`config.mk`:
```
export PLATFORM = sky130hd
export DESIGN_NAME = decode_issue_stage
export DESIGN_NICKNAME = d
export VERILOG_FILES = /design/src/rtl/isa_pkg.sv /design/src/rtl/decode_issue_stage_operand_bypass.sv /design/src/rtl/decode_issue_stage.sv
export SDC_FILE = /design/constraint.sdc
export NUM_CORES = 1
export LEC_CHECK = 0
export ABC_AREA = 1
export CORE_MARGIN = 2
export CORE_UTILIZATION = 41
export CTS_CLUSTER_DIAMETER = 120
export DETAILED_ROUTE_END_ITERATION = 8
export GPL_ROUTABILITY_DRIVEN = 0
export GPL_TIMING_DRIVEN = 0
export PLACE_DENSITY = 0.87
export SYNTH_ARGS = -nofsm -noshare
export SYNTH_HDL_FRONTEND = slang
export SYNTH_SLANG_ARGS = --single-unit
```
`constraint.sdc`:
```
create_clock -name clk -period 2.3 [get_ports clk]
set_clock_uncertainty 0.1 [all_clocks]
set_input_delay 0.23 -clock clk [delete_from_list [all_inputs] [get_ports clk]]
set_output_delay 0.23 -clock clk [all_outputs]
set_load 0.005 [all_outputs]
```
`src/rtl/isa_pkg.sv`:
```
// ISA definitions for the 16-bit core: opcodes, per-op operand/write classes
// and the decode/issue FSM state type.
package isa_pkg;

  localparam int ISA_DW = 16;
  localparam int ISA_RW = 4;

  localparam logic [3:0] OP_ADD    = 4'h0;
  localparam logic [3:0] OP_PADDSB = 4'h1;
  localparam logic [3:0] OP_SUB    = 4'h2;
  localparam logic [3:0] OP_XOR    = 4'h3;
  localparam logic [3:0] OP_SLL    = 4'h4;
  localparam logic [3:0] OP_SRA    = 4'h5;
  localparam logic [3:0] OP_ROR    = 4'h6;
  localparam logic [3:0] OP_RED    = 4'h7;
  localparam logic [3:0] OP_LW     = 4'h8;
  localparam logic [3:0] OP_SW     = 4'h9;
  localparam logic [3:0] OP_LLB    = 4'hA;
  localparam logic [3:0] OP_LHB    = 4'hB;
  localparam logic [3:0] OP_B      = 4'hC;
  localparam logic [3:0] OP_BR     = 4'hD;
  localparam logic [3:0] OP_PCS    = 4'hE;
  localparam logic [3:0] OP_HLT    = 4'hF;

  typedef enum logic [1:0] {RUN, STALL, HALT} state_e;

  // uses_rt means "second read port carries a real operand", whichever field feeds it
  typedef struct packed {
    logic writes_rd;
    logic uses_rs;
    logic uses_rt;
    logic src2_is_rd;
    logic mem_rd;
    logic mem_wr;
  } op_class_t;

  // Shifts/rotates, LW and branches carry immediates in the rt field, so rt is unused there
  function automatic op_class_t op_class(input logic [3:0] op);
    op_class_t c;
    c = '0;
    case (op)
      OP_ADD, OP_PADDSB, OP_SUB, OP_XOR, OP_RED: begin
        c.writes_rd = 1'b1;
        c.uses_rs   = 1'b1;
        c.uses_rt   = 1'b1;
      end
      OP_SLL, OP_SRA, OP_ROR: begin
        c.writes_rd = 1'b1;
        c.uses_rs   = 1'b1;
      end
      OP_LW: begin
        c.writes_rd = 1'b1;
        c.uses_rs   = 1'b1;
        c.mem_rd    = 1'b1;
      end
      OP_SW: begin
        c.uses_rs    = 1'b1;
        c.uses_rt    = 1'b1;
        c.src2_is_rd = 1'b1;
        c.mem_wr     = 1'b1;
      end
      OP_LLB, OP_LHB: begin
        c.writes_rd  = 1'b1;
        c.uses_rt    = 1'b1;
        c.src2_is_rd = 1'b1;
      end
      OP_BR:  c.uses_rs   = 1'b1;
      OP_PCS: c.writes_rd = 1'b1;
      default: c = '0;
    endcase
    return c;
  endfunction

endpackage

```
`src/rtl/decode_issue_stage_operand_bypass.sv`:
```
// Per-port operand select: R0 forces zero, a matching writeback overrides the
// register file read (the file itself has no internal bypass).
module operand_bypass
  import isa_pkg::*;
#(
  parameter int DW = ISA_DW,
  parameter int RW = ISA_RW
) (
  input  logic [RW-1:0] src,
  input  logic [DW-1:0] rf_data,
  input  logic          wb_we,
  input  logic [RW-1:0] wb_dst,
  input  logic [DW-1:0] wb_data,
  output logic [DW-1:0] operand
);

  always_comb begin
    operand = rf_data;
    if (src == '0) begin
      operand = '0;
    end else if (wb_we && (wb_dst == src)) begin
      operand = wb_data;
    end
  end

endmodule

```
`src/rtl/decode_issue_stage.sv`:
```
// Decode/issue stage: register selects, bypassed operand capture into ID/EX,
// load-use stall, flush squash and HLT handling.
module decode_issue_stage
  import isa_pkg::*;
#(
  parameter int DW = ISA_DW,
  parameter int RW = ISA_RW
) (
  input  logic          clk,
  input  logic          rst_n,
  input  logic          if_valid,
  input  logic [DW-1:0] if_instr,
  input  logic [DW-1:0] if_pc,
  output logic          if_ready,
  input  logic          flush,
  output logic [RW-1:0] rf_src1,
  output logic [RW-1:0] rf_src2,
  input  logic [DW-1:0] rf_data1,
  input  logic [DW-1:0] rf_data2,
  input  logic          wb_we,
  input  logic [RW-1:0] wb_dst,
  input  logic [DW-1:0] wb_data,
  output logic          idex_valid,
  output logic [3:0]    idex_op,
  output logic [RW-1:0] idex_dst,
  output logic          idex_we,
  output logic          idex_mem_rd,
  output logic          idex_mem_wr,
  output logic [RW-1:0] idex_src1,
  output logic [RW-1:0] idex_src2,
  output logic [DW-1:0] idex_a,
  output logic [DW-1:0] idex_b,
  output logic [DW-1:0] idex_pc,
  output logic [7:0]    idex_imm,
  output logic          halted
);

  typedef struct packed {
    logic          valid;
    logic [3:0]    op;
    logic [RW-1:0] dst;
    logic          we;
    logic          mem_rd;
    logic          mem_wr;
    logic [RW-1:0] src1;
    logic [RW-1:0] src2;
    logic [DW-1:0] a;
    logic [DW-1:0] b;
    logic [DW-1:0] pc;
    logic [7:0]    imm;
  } idex_t;

  localparam idex_t BUBBLE = '0;

  state_e        state_q, state_d;
  idex_t         idex_q, idex_d, issue;
  op_class_t     cls;
  logic [3:0]    op;
  logic [RW-1:0] rd, rs, rt;
  logic [DW-1:0] opnd_a, opnd_b;
  logic          hazard;

  assign op  = if_instr[15:12];
  assign rd  = if_instr[11:8];
  assign rs  = if_instr[7:4];
  assign rt  = if_instr[3:0];
  assign cls = op_class(op);

  assign rf_src1 = rs;
  assign rf_src2 = cls.src2_is_rd ? rd : rt;

  operand_bypass #(.DW(DW), .RW(RW)) u_bypass_a (
    .src     (rf_src1),
    .rf_data (rf_data1),
    .wb_we   (wb_we),
    .wb_dst  (wb_dst),
    .wb_data (wb_data),
    .operand (opnd_a)
  );

  operand_bypass #(.DW(DW), .RW(RW)) u_bypass_b (
    .src     (rf_src2),
    .rf_data (rf_data2),
    .wb_we   (wb_we),
    .wb_dst  (wb_dst),
    .wb_data (wb_data),
    .operand (opnd_b)
  );

  always_comb begin
    issue        = BUBBLE;
    issue.valid  = 1'b1;
    issue.op     = op;
    issue.dst    = rd;
    issue.we     = cls.writes_rd && (rd != '0);
    issue.mem_rd = cls.mem_rd;
    issue.mem_wr = cls.mem_wr;
    issue.src1   = rf_src1;
    issue.src2   = rf_src2;
    issue.a      = opnd_a;
    issue.b      = opnd_b;
    issue.pc     = if_pc;
    issue.imm    = if_instr[7:0];
  end

  // Only a valid LW in ID/EX can create a load-use; bubbles carry mem_rd=0
  assign hazard = idex_q.valid && idex_q.mem_rd && (idex_q.dst != '0) &&
                  ((cls.uses_rs && (rs == idex_q.dst)) ||
                   (cls.uses_rt && (rf_src2 == idex_q.dst)));

  always_comb begin
    state_d  = state_q;
    idex_d   = BUBBLE;
    if_ready = 1'b1;
    if (flush) begin
      state_d = RUN;
    end else begin
      case (state_q)
        RUN: begin
          if (if_valid && hazard) begin
            if_ready = 1'b0;
            state_d  = STALL;
          end else if (if_valid) begin
            idex_d = issue;
            if (op == OP_HLT) state_d = HALT;
          end
        end
        STALL: begin
          if (if_valid) idex_d = issue;
          state_d = RUN;
        end
        HALT:    if_ready = 1'b0;
        default: state_d = RUN;
      endcase
    end
  end

  always_ff @(posedge clk or negedge rst_n) begin
    if (!rst_n) begin
      state_q <= RUN;
      idex_q  <= BUBBLE;
    end else begin
      state_q <= state_d;
      idex_q  <= idex_d;
    end
  end

  assign idex_valid  = idex_q.valid;
  assign idex_op     = idex_q.op;
  assign idex_dst    = idex_q.dst;
  assign idex_we     = idex_q.we;
  assign idex_mem_rd = idex_q.mem_rd;
  assign idex_mem_wr = idex_q.mem_wr;
  assign idex_src1   = idex_q.src1;
  assign idex_src2   = idex_q.src2;
  assign idex_a      = idex_q.a;
  assign idex_b      = idex_q.b;
  assign idex_pc     = idex_q.pc;
  assign idex_imm    = idex_q.imm;
  assign halted      = (state_q == HALT);

endmodule

```
==> impl_metrics.tcl <==
set metrics [dict create \
    crit_fanout 3 \
    syn_area_per_cell_um2 8.448 \
    portBuffers 174 \
    synthArstFlopShare_pct 100.0 \
    status "complete, no violations" \
    report.final.slew_viol_count 0 \
    worst-path-stages 11 \
    maxClockFrequency_mhz 458.4 \
    antenna_cells 0 \
    startpoint_type "input port" \
    power.total_mw 3.321 \
    first_pass_iters 4 \
    placementRows 33 \
    die_x_um 96.92 \
    crit_arrival_ns 1.85 \
    hold_viol_final 0 \
    r2r-start "idex_dst[1]$_DFF_PN0_" \
    grt-ovfl-total 0 \
    fin_crit_ns 2.182 \
    start_util_pct 42.65 \
    drt_iter0_drc 99 \
    path_clk_slew_ns 0.08 \
    r2r.worst_path.cells 11 \
    synth_common_cells "89 x nor2_1, 75 x inv_1, 74 x dfrtp_1, 59 x nand2_1" \
    cts_sinks 74 \
    rsz0062_at_grt "false" \
    ctsLongestPathBuffers 2 \
    nFillCells 645 \
    cp_slowest_cell "clkdlybuf4s50_1" \
    ys_seq_elements 74 \
    syn_inst 419 \
    yosys-top-cells-area "dfrtp_1 52%, nor2_1 9.4%, inv_1 8.0%, nand2_1 6.3%, nand4_1 3.4%" \
    root_buffer "clkbuf_8" \
    drc 0 \
    yosys.area.top_type "dfrtp_1" \
    grt_pass1_vias 3433 \
    place_ws_ns -0.5322 \
    grt_pass1_wl_um 17110 \
    grtUsageTotal_pct 22.86 \
    routedWlPerCell_um 14.93 \
    cts_tree "built" \
    min_path_type "input port to flip-flop" \
    grt_max_degree 75 \
    design.core.area_um2 8299 \
    p_leak_nw 2.874 \
    r2r-end "idex_we$_DFF_PN0_" \
    crit_end "if_ready" \
    io_pins 175 \
    clk_latency_ns 0.35 \
    end_kind "output port" \
    synth_most_common_cell "nor2_1" \
    synth_top_area_share_pct 52.32 \
    syn_area_um2 3540 \
    dieArea_um2 9393 \
    finalSetupViolCount 0 \
    peakVddDrop_mv 0.3327 \
    die-height_um 96.92 \
    synth-main-ff-cell "dfrtp_1" \
    antenna_left 0 \
    tightest_slew_ns 0.9254 \
    cts-htree-levels 3 \
    synth_edf_count 0 \
    final_nets 697 \
    synthDistinctLibCells 34 \
    drt-total-wl_um 10720 \
    path_cells "clkdlybuf4s50_1, nand3_2, nand3_1, nand2_1, nor2_1, nand3_1, nand2_2, nand3_2, o21ai_1, inv_1, dlygate4sd2_1" \
    critPathTopFamily "buffers and inverters" \
    maxCapViolations 0 \
    r2r_slack_ns 0.38 \
    synth.yosys.seq_area_share_pct 52.32 \
    timing.final.crit_share_pct 94.85 \
    layout-drive-gt1-share_pct 13.21 \
    p_per_area_nw_per_um2 580.4 \
    required_ns 1.97 \
    synth_nets 508 \
    area_growth_pct 61.65 \
    critPathMaxStageDelay_ns 0.53 \
    yosysWarnings 0 \
    via_per_inst 4.696 \
    critPathBufInv 3 \
    path_class "input port to output port" \
    numCtsBuffers 9 \
    antenna_found_initial 0 \
    startpoint "if_instr[9]" \
    slew_headroom_pct 38.31 \
    vias 3372 \
    hpwl_um 8344 \
    layout_setup_ws_ns 0.1183 \
]
-- report_power, final --
part	switching (mW)	total (mW)	internal [mW]	leakage (nW)
clock network	0.485	1.32	0.836	0.131
registers	0.0194	1.37	1.35	0.998
logic	0.292	0.627	0.335	1.75
total	0.797	3.32	2.52	2.87
-- cells by family after synthesis --
kind of cell,count (synthesis),synth area share [%]
flops,74,52.32
simple gates,203,27.01
buf+inv,102,12.73
compound gates,34,5.939
xor+xnor,6,2.015
-- how the worst min path moves through the flow --
stage | from | to | slack [ns] | cells past startpoint
after floorplan | rst_n | idex_a[0]$_DFF_PN0_ | -0.17 | 0
after global placement | state_q[0]$_DFFE_PN0P_ | state_q[1]$_DFFE_PN0P_ | 0.48 | 3
after detailed placement | rst_n | idex_we$_DFF_PN0_ | 0.33 | 1
after CTS | if_instr[15] | idex_op[3]$_DFF_PN0_ | 0.18 | 3
after global routing | if_instr[13] | idex_op[1]$_DFF_PN0_ | 0.09 | 3
final | if_instr[12] | idex_mem_wr$_DFF_PN0_ | 0.07 | 3
-- per-layer routing --
metal  routed length, µm  GRT usage, %
met1                4392         28.06
met2                5474         39.42
met3                 491         3.902
met4                 360         10.18
met5                   0             0
-- through the flow --
| stage | std cells | hold slack, ns | util [%] | setup TNS, ns | instance area, µm² |
|---|---|---|---|---|---|
| 3_5_place_dp | 698 | 0.3251 | 65.19 | -12.81 | 5410 |
| 4_1_cts | 717 | 0.1846 | 68.81 | 0 | 5710 |
| 6_report | 718 | 0.06545 | 68.94 | 0 | 5722 |
| 2_1_floorplan | 419 | -0.1656 | - | 0 | 3540 |
| 5_1_grt | 718 | 0.08742 | 68.94 | 0 | 5722 |
| 3_3_place_gp | 698 | 0.4828 | 65.22 | -120.91 | 5413 |
-- worst reg2reg max path, stage by stage (launching register included) --
cell       delay (ns)
dfrtp_1          0.43
inv_2            0.10
nand2_1          0.07
a21oi_2          0.14
o2111ai_1        0.13
nand2_2          0.11
buf_4            0.12
nand4_4          0.12
nand2_2          0.11
buf_6            0.14
buf_6            0.18
nor2_2           0.06
-- state kept, by name, summed over array words and instances, names as in the netlist --
name	count
idex_op	4
state_q	2
idex_mem_wr	1
idex_dst	4
idex_b	16
idex_mem_rd	1
idex_a	16
idex_src2	4
idex_imm	8
idex_we	1
idex_pc	16
idex_valid	1
-- timing repair --
| item | CTS | global route |
|---|---|---|
| pin swaps | 4 | 2 |
| buffers inserted | 2 | 1 |
| cloned | 0 | 0 |
| hold buffers | 1 | 0 |
| resized for setup | 17 | 12 |
| setup endpoints to repair | 1 | 1 |
| hold endpoints to repair | 74 | 0 |
-- placed cells by master (no fill, tap or decap), types with 2 or more instances in the layout --
cell,count
clkbuf_8,9
nand3_1,9
nand2_2,6
nand4_1,19
dlygate4sd2_1,3
inv_1,72
nand3_2,4
nor2_2,9
o2111ai_1,2
buf_2,7
clkdlybuf4s50_1,165
bufinv_16,4
dfrtp_1,74
buf_4,12
clkbuf_1,4
xor2_1,3
nand2_4,2
o21ai_2,2
nand2_1,58
nor2_1,89
a21oi_4,2
nor4_1,2
clkbuf_2,2
o21ai_0,4
a21oi_1,18
buf_6,4
inv_2,7
xnor2_1,2
o21ai_1,2
-- final cells by class --
type	instances	area [µm²]	share of cell area, %
inverter	81	306.5	5.358
sequential	74	1852	32.36
tap	105	131.4	2.296
clock inverter	6	137.6	2.405
clock buffer	10	127.6	2.230
multi-input combinational	243	1264	22.09
timing repair buffer	178	1757	30.70
buffer	21	146.4	2.558
Note: power is estimated with default switching activity, not from simulation.
==> RTL edit (same flow settings) <==
Reset style: synchronous (`rst_n`), changed in one clocked block.
--- a/src/rtl/decode_issue_stage.sv
+++ b/src/rtl/decode_issue_stage.sv
@@ -135,7 +135,7 @@
     end
   end
 
-  always_ff @(posedge clk or negedge rst_n) begin
+  always_ff @(posedge clk) begin
     if (!rst_n) begin
       state_q <= RUN;
       idex_q  <= BUBBLE;
Check against the original RTL: differs if rst_n is asserted again (counterexample within 4 cycles, from zero or initial values and one cycle with rst_n low); with rst_n held inactive, the same outputs for 4 cycles.
==> RTL edit against the original RTL <==
Total power is 19% lower; sequential cell count stayed put; wire length is 13% lower; largest cell class unchanged; global-route usage is 0.30 points higher; cell area is 11% lower; synthesized area is 15% lower; non-clock buffer count stayed put; worst setup slack better by 12 ps.
==> RTL edit: results (changes against the original RTL) <==
| Metric | Value |
|---|---|
| Met3 Use GR | 7.11% (was 3.90%) |
| Post-CTS sizing | 18 (was 17) |
| Global routing usage on met1 | 26.4% (was 28.1%) |
| Leak | 0.00239 uW (was 0.00287 uW) |
| Peak fanout along the critical path | 6 (was 3) |
| Number of global-route vias before repair | 2882 (was 3433) |
| DP Area | 0.00486 mm2 (was 0.00541 mm2) |
| Worst-Margin Slew | 617 ps (was 925 ps) |
| Nets | 654 (was 697) |
| Outcome | finished clean (unchanged) |
| DR pass1 iterations | 5 (was 4) |
| Wire per inst | 14.0 um (was 14.9 um) |
| Register area share after synthesis | 49.5% (was 52.3%) |
| Largest cells by area after synthesis | dfxtp_1, nor2_1, inv_1 (was dfrtp_1, nor2_1, inv_1) |
| All-Layer GR Usage | 23.2% (was 22.9%) |
| Mux share of post-synthesis cell area | 5.35% (was 0%) |
| R2r endpoint | idex_a[14]$_SDFF_PP0_ (was idex_we$_DFF_PN0_) |
| Ratio of cells with drive above 1 in the final layout | 12.1% (was 13.2%) |
| Most frequent cells after synthesis | dfxtp_1, nor2_1, inv_1 (was nor2_1, inv_1, dfrtp_1) |
| RR Startpoint | idex_dst[0]$_SDFF_PP0_ (was idex_dst[1]$_DFF_PN0_) |
| Vias | 3072 (was 3372) |
| GR Util met2 | 40.9% (was 39.4%) |
| FF-to-FF path depth | 13 (was 11) |
| Min-Delay Endpoint | idex_op[2]$_SDFF_PP0_ (was idex_mem_wr$_DFF_PN0_) |
| Post-synthesis compound-gate area fraction | 7.65% (was 5.94%) |
| Post-CTS setup buffer count | 7 (was 2) |
| Peak VDD IR | 0.283 mV (was 0.333 mV) |
| Share of synthesized registers carrying an async set or reset | 0% (was 100%) |
| Hold path start | if_instr[14] (was if_instr[12]) |
| Largest net degree at the start of global routing | 13 (was 75) |
-- RTL edit: cell count changes after synthesis, sizes merged, moves of 16 or more --
cell,delta
o21ai,+17
inv,-16
nor2,-18
dfrtp,-74
dfxtp,+74
mux2i,+16
nand4,-18
-- RTL edit: worst max-delay path: stages --
cell	delay [ps]
dlygate4sd2_1	290
inv_2	110
nand2_4	90
nand2_4	130
nand2_1	110
o21ai_4	80
nand2_1	60
nand2_1	70
nand3_1	90
nand2_2	80
nand4_1	110
nand2_1	90
nand2_1	40
dlygate4sd2_1	250
-- RTL edit: kinds of logic (layout without fill, tap and decap cells) --
group	count (synthesis)	after routing
AO/OA/AOI/OAI	36	36
XOR/XNOR	6	6
multiplexers	16	16
AND/OR/NAND/NOR	158	159
flip-flops	74	74
buffers and inverters	82	278
-- RTL edit: layout make-up --
type	count	area [um2]
clock inverter	5	31.3
inverter	64	240
sequential	74	1480
buffer	18	151
clock buffer	10	138
fill	572	2060
tap	99	124
multi-input combinational	217	1150
timing repair buffer	181	1800
-- RTL edit: metrics by stage --
step | setup TNS (ps) | setup slack, ps | hold slack [ps] | cells
4_1_cts | 0 | 135 | 165 | 668
6_report | 0 | 131 | 196 | 668
2_1_floorplan | 0 | 561 | 242 | 372
3_5_place_dp | -21970 | -569 | 369 | 645
5_1_grt | 0 | 5.57 | 182 | 668
3_3_place_gp | -16340 | -486 | 327 | 645
-- RTL edit: routing by layer --
layer | part of all wire [%] | vias up
li1 | - | 1517
met1 | 38 | 1389
met2 | 53 | 148
met3 | 7.3 | 18
met4 | 2.3 | 0
met5 | 0 | -
-- RTL edit: power groups by stage --
stage,logic (uW),registers (uW),clock network (uW)
2_1_floorplan,168,1360,0
3_3_place_gp,460,1360,0
3_5_place_dp,471,1360,0
4_1_cts,491,1330,898
5_1_grt,535,1330,972
6_report,493,1330,882
